===== config.mk =====
export PLATFORM = sky130hd
export DESIGN_NAME = hazard_ctrl_flat
export DESIGN_NICKNAME = d
export VERILOG_FILES = /design/src/rtl/hazard_ctrl_pkg.sv /design/src/rtl/hazard_ctrl_if.sv /design/src/rtl/hazard_ctrl_scoreboard.sv /design/src/rtl/hazard_ctrl.sv /design/src/flat_wrapper.sv
export SDC_FILE = /design/constraint.sdc
export NUM_CORES = 1
export LEC_CHECK = 0
export ABC_CLOCK_PERIOD_IN_PS = 3900
export CAP_MARGIN = 15
export CORE_MARGIN = 8
export CORE_UTILIZATION = 46
export CTS_BUF_LIST = sky130_fd_sc_hd__clkbuf_4 sky130_fd_sc_hd__clkbuf_8
export DETAILED_ROUTE_END_ITERATION = 12
export PLACE_DENSITY = 0.83
export SYNTH_ARGS = -nofsm -noshare
export SYNTH_HDL_FRONTEND = slang
export SYNTH_SLANG_ARGS = --single-unit

===== constraint.sdc =====
create_clock -name clk -period 3.9 [get_ports clk]
set_input_delay 0.39 -clock clk [delete_from_list [all_inputs] [get_ports clk]]
set_output_delay 0.39 -clock clk [all_outputs]
set_load 0.02 [all_outputs]

===== src/rtl/hazard_ctrl_pkg.sv =====
// rtl/hazard_ctrl_pkg.sv - shared types and constants for the hazard controller
//
// Purpose: register index width, FSM state encoding and flush counter width
//          shared by hazard_ctrl, its scoreboard and its bus interface.
// Ports:   none (package).
package hazard_ctrl_pkg;

  localparam int REG_ADDR_SIZE = 5;
  localparam int NUM_REGS      = 1 << REG_ADDR_SIZE;
  localparam int FCNT_W        = 4;   // holds FLUSH_CYCLES-1 for FLUSH_CYCLES up to 15

  typedef logic [REG_ADDR_SIZE-1:0] reg_addr_t;

  typedef enum logic {
    HZ_RUN   = 1'b0,
    HZ_FLUSH = 1'b1
  } hz_state_t;

endpackage


===== src/rtl/hazard_ctrl_if.sv =====
// rtl/hazard_ctrl_if.sv - pipeline-side bus of the hazard controller
//
// Purpose: groups decode, writeback, redirect/exception inputs and the
//          stall/flush/redirect/debug outputs of hazard_ctrl.
// Ports:   master - pipeline side (drives decode/wb/ex/exc, sees stall/flush/redirect)
//          slave  - hazard_ctrl side
interface hazard_ctrl_if #(
  parameter int ADDR_W = 32,
  parameter int CNT_W  = 16
);
  import hazard_ctrl_pkg::*;

  logic              dec_valid;
  reg_addr_t         dec_rs1_addr;
  reg_addr_t         dec_rs2_addr;
  logic              dec_uses_rs1;
  logic              dec_uses_rs2;
  reg_addr_t         dec_rd_addr;
  logic              dec_writes_rd;
  logic              wb_valid;
  reg_addr_t         wb_rd_addr;
  logic              ex_redirect;
  logic [ADDR_W-1:0] ex_target;
  logic              exc_valid;
  logic [ADDR_W-1:0] exc_vector;
  logic              stall;
  logic              flush;
  logic              redirect_valid;
  logic [ADDR_W-1:0] redirect_pc;
  logic [31:0]       busy_vec;
  logic [CNT_W-1:0]  stall_count;

  modport master (
    output dec_valid, dec_rs1_addr, dec_rs2_addr, dec_uses_rs1, dec_uses_rs2,
           dec_rd_addr, dec_writes_rd, wb_valid, wb_rd_addr,
           ex_redirect, ex_target, exc_valid, exc_vector,
    input  stall, flush, redirect_valid, redirect_pc, busy_vec, stall_count
  );

  modport slave (
    input  dec_valid, dec_rs1_addr, dec_rs2_addr, dec_uses_rs1, dec_uses_rs2,
           dec_rd_addr, dec_writes_rd, wb_valid, wb_rd_addr,
           ex_redirect, ex_target, exc_valid, exc_vector,
    output stall, flush, redirect_valid, redirect_pc, busy_vec, stall_count
  );

endinterface


===== src/rtl/hazard_ctrl_scoreboard.sv =====
// rtl/hazard_ctrl_scoreboard.sv - pending-write scoreboard
//
// Purpose: one busy bit per architectural register with single set, single
//          clear and bulk clear; bit 0 (x0) is never busy.
// Ports:   clk, reset            - clock, synchronous active-high reset
//          i_set_en/i_set_addr   - mark a register as pending
//          i_clr_en/i_clr_addr   - retire a pending register
//          i_bulk_clr            - drop every pending bit
//          i_rs1/rs2/rd_addr     - lookup indices
//          o_rs1/rs2/rd_busy     - lookup results
//          o_busy_vec            - all busy bits
module hazard_ctrl_scoreboard
  import hazard_ctrl_pkg::*;
(
  input  logic                clk,
  input  logic                reset,
  input  logic                i_set_en,
  input  reg_addr_t           i_set_addr,
  input  logic                i_clr_en,
  input  reg_addr_t           i_clr_addr,
  input  logic                i_bulk_clr,
  input  reg_addr_t           i_rs1_addr,
  input  reg_addr_t           i_rs2_addr,
  input  reg_addr_t           i_rd_addr,
  output logic                o_rs1_busy,
  output logic                o_rs2_busy,
  output logic                o_rd_busy,
  output logic [NUM_REGS-1:0] o_busy_vec
);

  logic [NUM_REGS-1:0] r_busy;
  logic [NUM_REGS-1:0] w_busy_nxt;

  // Set is applied last so a same-index set and clear leaves the bit set.
  always_comb begin
    w_busy_nxt = i_bulk_clr ? '0 : r_busy;
    if (i_clr_en) w_busy_nxt[i_clr_addr] = 1'b0;
    if (i_set_en) w_busy_nxt[i_set_addr] = 1'b1;
    w_busy_nxt[0] = 1'b0;
  end

  always_ff @(posedge clk) begin
    if (reset) r_busy <= '0;
    else       r_busy <= w_busy_nxt;
  end

  // Lookups use the registered bits only: a writeback this cycle does not
  // release a hazard until the next cycle.
  assign o_rs1_busy = r_busy[i_rs1_addr];
  assign o_rs2_busy = r_busy[i_rs2_addr];
  assign o_rd_busy  = r_busy[i_rd_addr];
  assign o_busy_vec = r_busy;

endmodule


===== src/rtl/hazard_ctrl.sv =====
// rtl/hazard_ctrl.sv - in-order pipeline hazard controller
//
// Purpose: RAW/WAW stall generation from a pending-write scoreboard,
//          multi-cycle flush with PC redirect on branch/jump or exception,
//          and a saturating stall-cycle counter.
// Ports:   clk    - clock
//          reset  - synchronous active-high reset
//          hz_bus - hazard_ctrl_if.slave: decode/wb/ex/exc inputs,
//                   stall/flush/redirect_valid/redirect_pc/busy_vec/stall_count outputs
module hazard_ctrl
  import hazard_ctrl_pkg::*;
#(
  parameter int ADDR_W       = 32,
  parameter int FLUSH_CYCLES = 2,
  parameter int CNT_W        = 16
) (
  input  logic          clk,
  input  logic          reset,
  hazard_ctrl_if.slave  hz_bus
);

  localparam logic [FCNT_W-1:0] FCNT_INIT = FCNT_W'(FLUSH_CYCLES - 1);

  hz_state_t         r_state;
  logic [FCNT_W-1:0] r_fcnt;
  logic              r_flush;
  logic              r_redirect_valid;
  logic [ADDR_W-1:0] r_redirect_pc;
  logic [CNT_W-1:0]  r_stall_count;

  logic w_rs1_busy, w_rs2_busy, w_rd_busy;
  logic w_haz, w_stall, w_issue, w_redirect_req;

  assign w_haz = hz_bus.dec_valid &
                 ((hz_bus.dec_uses_rs1  & w_rs1_busy) |
                  (hz_bus.dec_uses_rs2  & w_rs2_busy) |
                  (hz_bus.dec_writes_rd & w_rd_busy));

  assign w_stall        = w_haz & ~r_flush;
  assign w_redirect_req = hz_bus.ex_redirect | hz_bus.exc_valid;
  assign w_issue        = hz_bus.dec_valid & ~w_haz & (r_state == HZ_RUN) & ~w_redirect_req;

  hazard_ctrl_scoreboard u_scoreboard (
    .clk        (clk),
    .reset      (reset),
    .i_set_en   (w_issue & hz_bus.dec_writes_rd),
    .i_set_addr (hz_bus.dec_rd_addr),
    .i_clr_en   (hz_bus.wb_valid),
    .i_clr_addr (hz_bus.wb_rd_addr),
    .i_bulk_clr (hz_bus.exc_valid),
    .i_rs1_addr (hz_bus.dec_rs1_addr),
    .i_rs2_addr (hz_bus.dec_rs2_addr),
    .i_rd_addr  (hz_bus.dec_rd_addr),
    .o_rs1_busy (w_rs1_busy),
    .o_rs2_busy (w_rs2_busy),
    .o_rd_busy  (w_rd_busy),
    .o_busy_vec (hz_bus.busy_vec)
  );

  always_ff @(posedge clk) begin
    if (reset) begin
      r_state          <= HZ_RUN;
      r_fcnt           <= '0;
      r_flush          <= 1'b0;
      r_redirect_valid <= 1'b0;
      r_redirect_pc    <= '0;
    end else begin
      r_redirect_valid <= 1'b0;
      case (r_state)
        HZ_RUN: begin
          if (w_redirect_req) begin
            r_state          <= HZ_FLUSH;
            r_fcnt           <= FCNT_INIT;
            r_flush          <= 1'b1;
            r_redirect_valid <= 1'b1;
            r_redirect_pc    <= hz_bus.exc_valid ? hz_bus.exc_vector : hz_bus.ex_target;
          end
        end
        HZ_FLUSH: begin
          // ex_redirect here belongs to a squashed instruction and is dropped.
          if (hz_bus.exc_valid) begin
            r_fcnt           <= FCNT_INIT;
            r_redirect_valid <= 1'b1;
            r_redirect_pc    <= hz_bus.exc_vector;
          end else if (r_fcnt == '0) begin
            r_state <= HZ_RUN;
            r_flush <= 1'b0;
          end else begin
            r_fcnt <= r_fcnt - 1'b1;
          end
        end
        default: begin
          r_state <= HZ_RUN;
          r_flush <= 1'b0;
        end
      endcase
    end
  end

  always_ff @(posedge clk) begin
    if (reset)                          r_stall_count <= '0;
    else if (w_stall && ~&r_stall_count) r_stall_count <= r_stall_count + 1'b1;
  end

  assign hz_bus.stall          = w_stall;
  assign hz_bus.flush          = r_flush;
  assign hz_bus.redirect_valid = r_redirect_valid;
  assign hz_bus.redirect_pc    = r_redirect_pc;
  assign hz_bus.stall_count    = r_stall_count;

endmodule


===== src/flat_wrapper.sv =====
// flat-port wrapper written by rule: the top's interface ports become plain ports
module hazard_ctrl_flat import hazard_ctrl_pkg::*;
#(
  parameter int ADDR_W       = 32,
  parameter int FLUSH_CYCLES = 2,
  parameter int CNT_W        = 16
)
  (clk, reset, hz_bus_dec_valid, hz_bus_dec_rs1_addr, hz_bus_dec_rs2_addr, hz_bus_dec_uses_rs1, hz_bus_dec_uses_rs2, hz_bus_dec_rd_addr, hz_bus_dec_writes_rd, hz_bus_wb_valid, hz_bus_wb_rd_addr, hz_bus_ex_redirect, hz_bus_ex_target, hz_bus_exc_valid, hz_bus_exc_vector, hz_bus_stall, hz_bus_flush, hz_bus_redirect_valid, hz_bus_redirect_pc, hz_bus_busy_vec, hz_bus_stall_count);
  hazard_ctrl_if #(.ADDR_W(ADDR_W), .CNT_W(CNT_W)) hz_bus_i ();
  input  logic clk;
  input  logic reset;
  input wire logic [$bits(hz_bus_i.dec_valid)-1:0] hz_bus_dec_valid;
  input wire logic [$bits(hz_bus_i.dec_rs1_addr)-1:0] hz_bus_dec_rs1_addr;
  input wire logic [$bits(hz_bus_i.dec_rs2_addr)-1:0] hz_bus_dec_rs2_addr;
  input wire logic [$bits(hz_bus_i.dec_uses_rs1)-1:0] hz_bus_dec_uses_rs1;
  input wire logic [$bits(hz_bus_i.dec_uses_rs2)-1:0] hz_bus_dec_uses_rs2;
  input wire logic [$bits(hz_bus_i.dec_rd_addr)-1:0] hz_bus_dec_rd_addr;
  input wire logic [$bits(hz_bus_i.dec_writes_rd)-1:0] hz_bus_dec_writes_rd;
  input wire logic [$bits(hz_bus_i.wb_valid)-1:0] hz_bus_wb_valid;
  input wire logic [$bits(hz_bus_i.wb_rd_addr)-1:0] hz_bus_wb_rd_addr;
  input wire logic [$bits(hz_bus_i.ex_redirect)-1:0] hz_bus_ex_redirect;
  input wire logic [$bits(hz_bus_i.ex_target)-1:0] hz_bus_ex_target;
  input wire logic [$bits(hz_bus_i.exc_valid)-1:0] hz_bus_exc_valid;
  input wire logic [$bits(hz_bus_i.exc_vector)-1:0] hz_bus_exc_vector;
  output wire logic [$bits(hz_bus_i.stall)-1:0] hz_bus_stall;
  output wire logic [$bits(hz_bus_i.flush)-1:0] hz_bus_flush;
  output wire logic [$bits(hz_bus_i.redirect_valid)-1:0] hz_bus_redirect_valid;
  output wire logic [$bits(hz_bus_i.redirect_pc)-1:0] hz_bus_redirect_pc;
  output wire logic [$bits(hz_bus_i.busy_vec)-1:0] hz_bus_busy_vec;
  output wire logic [$bits(hz_bus_i.stall_count)-1:0] hz_bus_stall_count;
  assign hz_bus_i.dec_valid = hz_bus_dec_valid;
  assign hz_bus_i.dec_rs1_addr = hz_bus_dec_rs1_addr;
  assign hz_bus_i.dec_rs2_addr = hz_bus_dec_rs2_addr;
  assign hz_bus_i.dec_uses_rs1 = hz_bus_dec_uses_rs1;
  assign hz_bus_i.dec_uses_rs2 = hz_bus_dec_uses_rs2;
  assign hz_bus_i.dec_rd_addr = hz_bus_dec_rd_addr;
  assign hz_bus_i.dec_writes_rd = hz_bus_dec_writes_rd;
  assign hz_bus_i.wb_valid = hz_bus_wb_valid;
  assign hz_bus_i.wb_rd_addr = hz_bus_wb_rd_addr;
  assign hz_bus_i.ex_redirect = hz_bus_ex_redirect;
  assign hz_bus_i.ex_target = hz_bus_ex_target;
  assign hz_bus_i.exc_valid = hz_bus_exc_valid;
  assign hz_bus_i.exc_vector = hz_bus_exc_vector;
  assign hz_bus_stall = hz_bus_i.stall;
  assign hz_bus_flush = hz_bus_i.flush;
  assign hz_bus_redirect_valid = hz_bus_i.redirect_valid;
  assign hz_bus_redirect_pc = hz_bus_i.redirect_pc;
  assign hz_bus_busy_vec = hz_bus_i.busy_vec;
  assign hz_bus_stall_count = hz_bus_i.stall_count;
  hazard_ctrl #(.ADDR_W(ADDR_W), .FLUSH_CYCLES(FLUSH_CYCLES), .CNT_W(CNT_W)) u_core (.clk(clk), .reset(reset), .hz_bus(hz_bus_i));
endmodule

==> results by group, run 1 <==
Cells and area
  • Final instance area: roughly 6700 µm²
  • Most frequent cells in the layout: clkdlybuf4s50_1 (173), dfxtp_1 (86), nand2_1 (53)
  • Layout net count: ~780
  • Most common cell after layout, fill and taps aside: clkdlybuf4s50_1
  • Layout cells sized above 1: 8.76%
  • Fillers: 814
  • Antenna diode count: 0
  • Layout Cells excl Fill: 821
  • Synth-to-layout area growth: 42.0%

GRT
  • Vias in the first global route: 4940
  • First-pass GRT wire length: approximately 25 mm
  • GRT met1 Usage: between 20% and 30%
  • GR Layer Usage met3: 9.70%
  • Grt met2 use: 39.4%
  • Pin count of the biggest net entering global routing: between 60 and 70
  • Antenna violations before repair: 0
  • Grt ovf: 0
  • Gr busiest metal: met2
  • Total global-route track usage: 23.6%

Detailed routing
  • Vias post-DR: 4912
  • Iter 0 DRT Violations: roughly 320
  • Pre-antenna DRT Iters: 4
  • Residual DRC: 0
  • Final wirelength: 16.0 mm
  • Drt via density: 5.98
  • WL per Instance: 19.5 µm
  • Post-route ant nets: 0

Critical path
  • Worst path most repeated cell: clkdlybuf4s50_1
  • Critical path depth: 8
  • Worst path slowest cell: clkdlybuf4s50_1
  • WP data required: 3510 ps
  • Worst Setup End Kind: output pin
  • CP peak stage delay: between 600 and 700 ps
  • CP cell instances: clkdlybuf4s50_1, mux4_1, mux4_2, nand2b_1, o211a_1, o31ai_2, inv_1, clkdlybuf4s50_1
  • Critical Path Source Type: input pin
  • CP Buf/Inv Count: 3
  • Worst-path fanout max: 5
  • Crit-path leading delay family: buffers and inverters
  • Critical path class: in2out
  • FF-to-FF path depth: 7
  • Crit path DAT: 3370 ps

Clocking
  • Post-CTS sizing: 0
  • CTS H-Tree Depth: 3
  • Post CTS Setup Buffer Count: 0
  • Clock root buffer: clkbuf_8
  • Clock latency on the worst-skew pair: approximately 350 ps
  • Hold_buf cts: 0
  • CTS buffer count: 9
  • CTS sink cnt: between 80 and 90
  • CTS tree: done
  • Clk pin slew, worst setup/hold paths: 90 ps
  • Clock buffer depth: 2

Timing
  • Tmin final: 3760 ps
  • Min Hold Slack: 501 ps
  • Clock Skew: roughly 13 ps
  • Worst-Margin Slew: 1110 ps
  • Slew Viols, Final: 0
  • # setup viols final: 0
  • Setup TNS: 0 ps
  • Max Fclk: 266 MHz
  • Hold Violations, Final: 0
  • Slew Limit Headroom: about a quarter
  • Final Cycle Share: 96.3%
  • RSZ-0062 raised after global routing: false

Floorplan
  • Top Ports: 176
  • Die area: 13700 µm²
  • Die Wd: 117 µm
  • Core box area: 10100 µm²
  • Row count: 37
  • Die Span Y: around 120 µm
  • Initial Util: between 40% and 50%

Run
  • Max-capacitance violation count: 0

Power
  • VDD IR max: 186 µV
  • PD cells: 296 nW/µm²
  • Net Sw Frac: 27.6%
  • Cell internal pwr: 1.43 mW
  • Switching power: 545 µW
  • Comb pwr share: 21.0%
  • Leak pwr: around 2.3 nW
  • Clock power frac: between 30% and 40%
  • Sequential power share: 47.3%

Worst hold path
  • Type of the most critical hold path: reg2reg
  • WHS Path Cells: 2

Synth
  • Ys flop type: dfxtp_1
  • Yosys reg bits: 86
  • Synthesized area: 4700 µm²
  • Syn_area_per_cell: 8.78 µm²
  • Number of flops mapped to enable cells by yosys: 0
  • Syn_nets: 631
  • Yosys cell types: 55
  • Sequential share of the synthesized area: 36.7%
  • Synthesis Warnings: 0
  • Cells after Synth: 535
  • Asr flop ratio synth: 0%

Placed design
  • Port bufs: 174
  • Placement Cell Area: 6470 µm²
  • Gpl congestion: 0.951
  • Post-DP HPWL: approximately 12 mm
  • Placed insts: between 800 and 900

Status
  • Status: completed
-- state kept, by name, indices dropped and copies added (netlist names) --
register,count
u_core.u_scoreboard.o_busy_vec,31
u_core.hz_bus.stall_count,16
u_core.hz_bus.redirect_pc,32
u_core.r_state,1
u_core.hz_bus.flush,1
u_core.r_fcnt,4
u_core.hz_bus.redirect_valid,1
-- through the flow --
| stage | utilization [%] | total power [mW] | worst slack (ps) |
|---|---|---|---|
| 6_report | 65.8 | 1.97 | 144 |
| 5_1_grt | 65.8 | 2.06 | 3.08 |
| 4_1_cts | 65.8 | 1.99 | 118 |
| 3_5_place_dp | 63.8 | 1.37 | 117 |
| 3_3_place_gp | 63.8 | 1.36 | 193 |
| 2_1_floorplan | - | 1.15 | 843 |
-- layout make-up --
class / count / area [µm²] / area share, %
Multi-Input combinational cell: 391 / 2740 / 41.1
Timing Repair Buffer: 183 / 1800 / 27.0
Sequential cell: 86 / 1720 / 25.8
Tap cell: 136 / 170 / 2.55
Clock buffer: 11 / 139 / 2.08
Clock inverter: 5 / 60.1 / 0.900
Inverter: 9 / 33.8 / 0.506
-- final timing paths --
check                                                      from                                       endpoint  slack (ps)
setup / recovery                         hz_bus_dec_rs1_addr[1]                                   hz_bus_stall         140
hold / removal       u_core.hz_bus.stall_count[14]$_SDFFE_PP0P_     u_core.hz_bus.stall_count[14]$_SDFFE_PP0P_         500
setup reg to reg  u_core.u_scoreboard.o_busy_vec[18]$_SDFF_PP0_  u_core.u_scoreboard.o_busy_vec[18]$_SDFF_PP0_         780
hold reg to reg      u_core.hz_bus.stall_count[14]$_SDFFE_PP0P_     u_core.hz_bus.stall_count[14]$_SDFFE_PP0P_         500
-- power by group through the flow --
stage                     Combinational (mW)  Sequential (mW)  Clock, mW
final                                  0.414            0.934      0.626
after global routing                   0.448            0.939      0.678
after CTS                              0.414            0.934      0.643
after detailed placement               0.412            0.954          0
after global placement                 0.405            0.953          0
after floorplan                        0.160            0.994          0
-- worst reg2reg max path, stage by stage (launching register included) --
cell,delay (ps)
dfxtp_1,400
mux4_1,550
mux4_2,450
nand2b_1,150
o211a_1,160
or4_4,500
or3b_1,610
o21ai_2,230
-- cells by family (layout without fill, tap and decap cells) --
family,count (synthesis),in the layout,synth area share (%)
AOI/OAI and AO/OA,177,177,25.7
and+or+nand+nor,176,176,18.7
DFF,86,86,36.7
buffers and inverters,58,208,5.14
muxes,33,33,12.8
adders and majority gates,3,3,0.799
other,1,1,0.0798
xor gates and xnor gates,1,1,0.187
-- per-layer routing --
layer / up-vias / share of wire (%)
li1: 2320 / -
met1: 2359 / 38
met2: 204 / 49
met3: 29 / 11
met4: 0 / 2.3
met5: - / 0
-- cell usage after synthesis (2+ instances only) --
library cell	count	area, µm²
a21oi_1	18	90.1
a311oi_1	33	289
and2_1	4	25.0
and3_1	7	43.8
buf_1	4	15.0
buf_2	4	20.0
buf_6	2	22.5
clkbuf_1	38	143
dfxtp_1	86	1720
ha_1	3	37.5
inv_1	9	33.8
mux2_2	3	33.8
mux2i_1	10	100
mux4_1	4	105
mux4_2	16	360
nand2_1	53	199
nand2b_1	2	12.5
nand3_1	9	45.0
nand3b_1	9	67.6
nand4_1	2	12.5
nor2_1	48	180
nor2b_1	7	43.8
nor3_1	5	25.0
nor3b_1	5	37.5
nor4_1	2	12.5
o211ai_1	31	233
o21a_1	2	15.0
o21ai_0	49	245
o21ai_1	11	55.1
o21ai_2	8	70.1
o31ai_1	11	82.6
o41ai_1	2	17.5
or3_1	4	25.0
or3b_1	2	17.5
or3b_2	2	17.5
or4_1	11	82.6
Power figures use the tool's default switching activity.
==> inputs of run 2 (changes only) <==
CORE_MARGIN = unset   (was 8)
==> run 2 against run 1 <==
Non-clock buffer count unchanged. Global-route usage rose by 5.1 points. Combinational power about the same. Highest routed layer unchanged.
==> results by group, run 2 (synthesized netlist as in run 1, its figures left out) <==
Floorplan
  • Die area: 10600 µm² (-22%)
  • Core box area: 9820 µm² (-3.1%)
  • Top Ports: 176 (unchanged)
  • Row count: 36 (-2.7%)
  • Initial Util: 47.8% (+1.5 points)
  • Die Wd: 103 µm (-12%)
  • Die Span Y: 103 µm (-12%)

Clocking
  • CTS tree: done
  • Post-CTS sizing: 0 (unchanged)
  • Clock buffer depth: 2 (unchanged)
  • Clock latency on the worst-skew pair: 360 ps (about the same)
  • CTS H-Tree Depth: 3 (unchanged)
  • Clk pin slew, worst setup/hold paths: 80 ps (about the same)
  • Clock root buffer: clkbuf_8
  • Post CTS Setup Buffer Count: 0 (unchanged)
  • CTS sink cnt: 86 (unchanged)
  • Hold_buf cts: 0 (unchanged)
  • CTS buffer count: 9 (unchanged)

Power
  • PD cells: 299 nW/µm² (+1.2%)
  • Leak pwr: 2.30 nW (+0.45%)
  • VDD IR max: 179 µV (-4.2%)
  • Tot Pwr: 2.00 mW (+1.5%)

Cells and area
  • Synth-to-layout area growth: 42.5%
  • Max FFs per register: 32 (unchanged)
  • Layout net count: 776 (unchanged)
  • Most frequent cells in the layout: clkdlybuf4s50_1 (173), dfxtp_1 (86), nand2_1 (53)
  • Final core utilization: 68.2% (+2.4 points)
  • Register area: 1720 µm² (unchanged)
  • Layout Cells excl Fill: 818 (-0.37%)
  • Antenna diode count: 0 (unchanged)
  • Multi-input gate area: 2740 µm² (unchanged)
  • Fillers: 869 (+6.8%)
  • Most common cell after layout, fill and taps aside: clkdlybuf4s50_1
  • Layout cells sized above 1: 8.76% (unchanged)

Timing
  • # setup viols final: 0 (unchanged)
  • Clock Skew: 15.8 ps (+2.29 ps)
  • RSZ-0062 raised after global routing: false
  • Hold Violations, Final: 0 (unchanged)
  • Final Cycle Share: 96.0% (-0.31 points)
  • Slew Viols, Final: 0 (unchanged)
  • Slew Limit Headroom: 27.6% (+1.3 points)
  • Max Fclk: 267 MHz (+0.32%)
  • Tmin final: 3740 ps (-12.0 ps)
  • Worst-Margin Slew: 1090 ps (-19.6 ps)
  • Min Hold Slack: 496 ps (-4.76 ps)
  • Setup TNS: 0 ps (unchanged)

Detailed routing
  • WL per Instance: 18.3 µm (-6.2%)
  • Pre-antenna DRT Iters: 4 (unchanged)
  • Final wirelength: 15.0 mm (-6.5%)
  • Iter 0 DRT Violations: 328 (+2.2%)
  • Post-route ant nets: 0 (unchanged)
  • Vias post-DR: 4948 (+0.73%)
  • Residual DRC: 0 (unchanged)
  • Drt via density: 6.05 (+1.1%)

GRT
  • GR Layer Usage met3: 8.00% (-1.7 points)
  • Grt met2 use: 45.9% (+6.4 points)
  • GRT met1 Usage: 36.7% (+10 points)
  • Gr busiest metal: met2
  • Total global-route track usage: 28.7% (+5.1 points)
  • First-pass GRT wire length: 23.4 mm (-7.6%)
  • Grt ovf: 0 (unchanged)
  • Antenna violations before repair: 0 (unchanged)
  • Pin count of the biggest net entering global routing: 67 (unchanged)
  • Vias in the first global route: 4662 (-5.6%)

Critical path
  • WP data required: 3510 ps (about the same)
  • Worst-path fanout max: 5 (unchanged)
  • Crit path DAT: 3350 ps (-20 ps)
  • Critical Path Source Type: input pin
  • Critical path class: in2out
  • Worst Setup End Kind: output pin

Status
  • Status: completed

Placed design
  • Placed insts: 801 (-0.50%)
  • Gpl congestion: 0.942 (-0.94%)
  • Port bufs: 174 (unchanged)
  • Post-DP HPWL: 10.9 mm (-9.5%)

Run
  • Max-capacitance violation count: 0 (unchanged)

Worst hold path
  • Type of the most critical hold path: reg2reg
## run 2: cell count changes in the layout (fill, tap and decap cells not counted)
| cell | delta |
|---|---|
| clkinv_4 | -1 |
| inv_6 | +2 |
| buf_16 | +1 |
| buf_4 | -1 |
| clkbuf_4 | -2 |
| clkbuf_8 | +1 |
## run 2: power by group
group	internal, mW	switching, mW
sequential	0.914	0.0237
clock	0.318	0.335
combinational	0.206	0.208
total	1.44	0.566
## run 2: through the flow
step | cell area [µm²] | setup slack, ps
floorplan | 4700 | 843
global placement | 6460 | 187
detailed placement | 6460 | 115
CTS | 6670 | 133
global route | 6700 | 17.5
finish | 6700 | 156
## run 2: layer usage
| layer | vias to the layer above | part of all wire, % |
|---|---|---|
| li1 | 2321 | - |
| met1 | 2371 | 39 |
| met2 | 226 | 49 |
| met3 | 30 | 8.4 |
| met4 | 0 | 2.9 |
| met5 | - | 0 |
## run 2: worst paths after layout
| path | slack, ps | depth (start not counted) | from | endpoint |
|---|---|---|---|---|
| max reg2reg | 800 | 7 | u_core.u_scoreboard.o_busy_vec[18]$_SDFF_PP0_ | u_core.u_scoreboard.o_busy_vec[14]$_SDFF_PP0_ |
| max | 160 | 8 | hz_bus_dec_rs1_addr[1] | hz_bus_stall |
| min | 500 | 2 | u_core.hz_bus.redirect_pc[10]$_SDFFE_PP0P_ | u_core.hz_bus.redirect_pc[10]$_SDFFE_PP0P_ |
| min reg2reg | 500 | 2 | u_core.hz_bus.redirect_pc[10]$_SDFFE_PP0P_ | u_core.hz_bus.redirect_pc[10]$_SDFFE_PP0P_ |
## run 2: cell type report
class / instances / area share [%]
inverters: 9 / 0.505
flip-flops and latches: 86 / 25.7
well taps: 133 / 2.49
clock inverters: 6 / 1.03
repair buffers: 183 / 27.2
clock buffers: 10 / 2.06
multi-input cells: 391 / 41.0
## run 2: critical path, stage by stage
cell	delay [ps]
clkdlybuf4s50_1	620
mux4_1	600
mux4_2	450
nand2b_1	150
o211a_1	170
o31ai_2	320
inv_1	100
clkdlybuf4s50_1	550
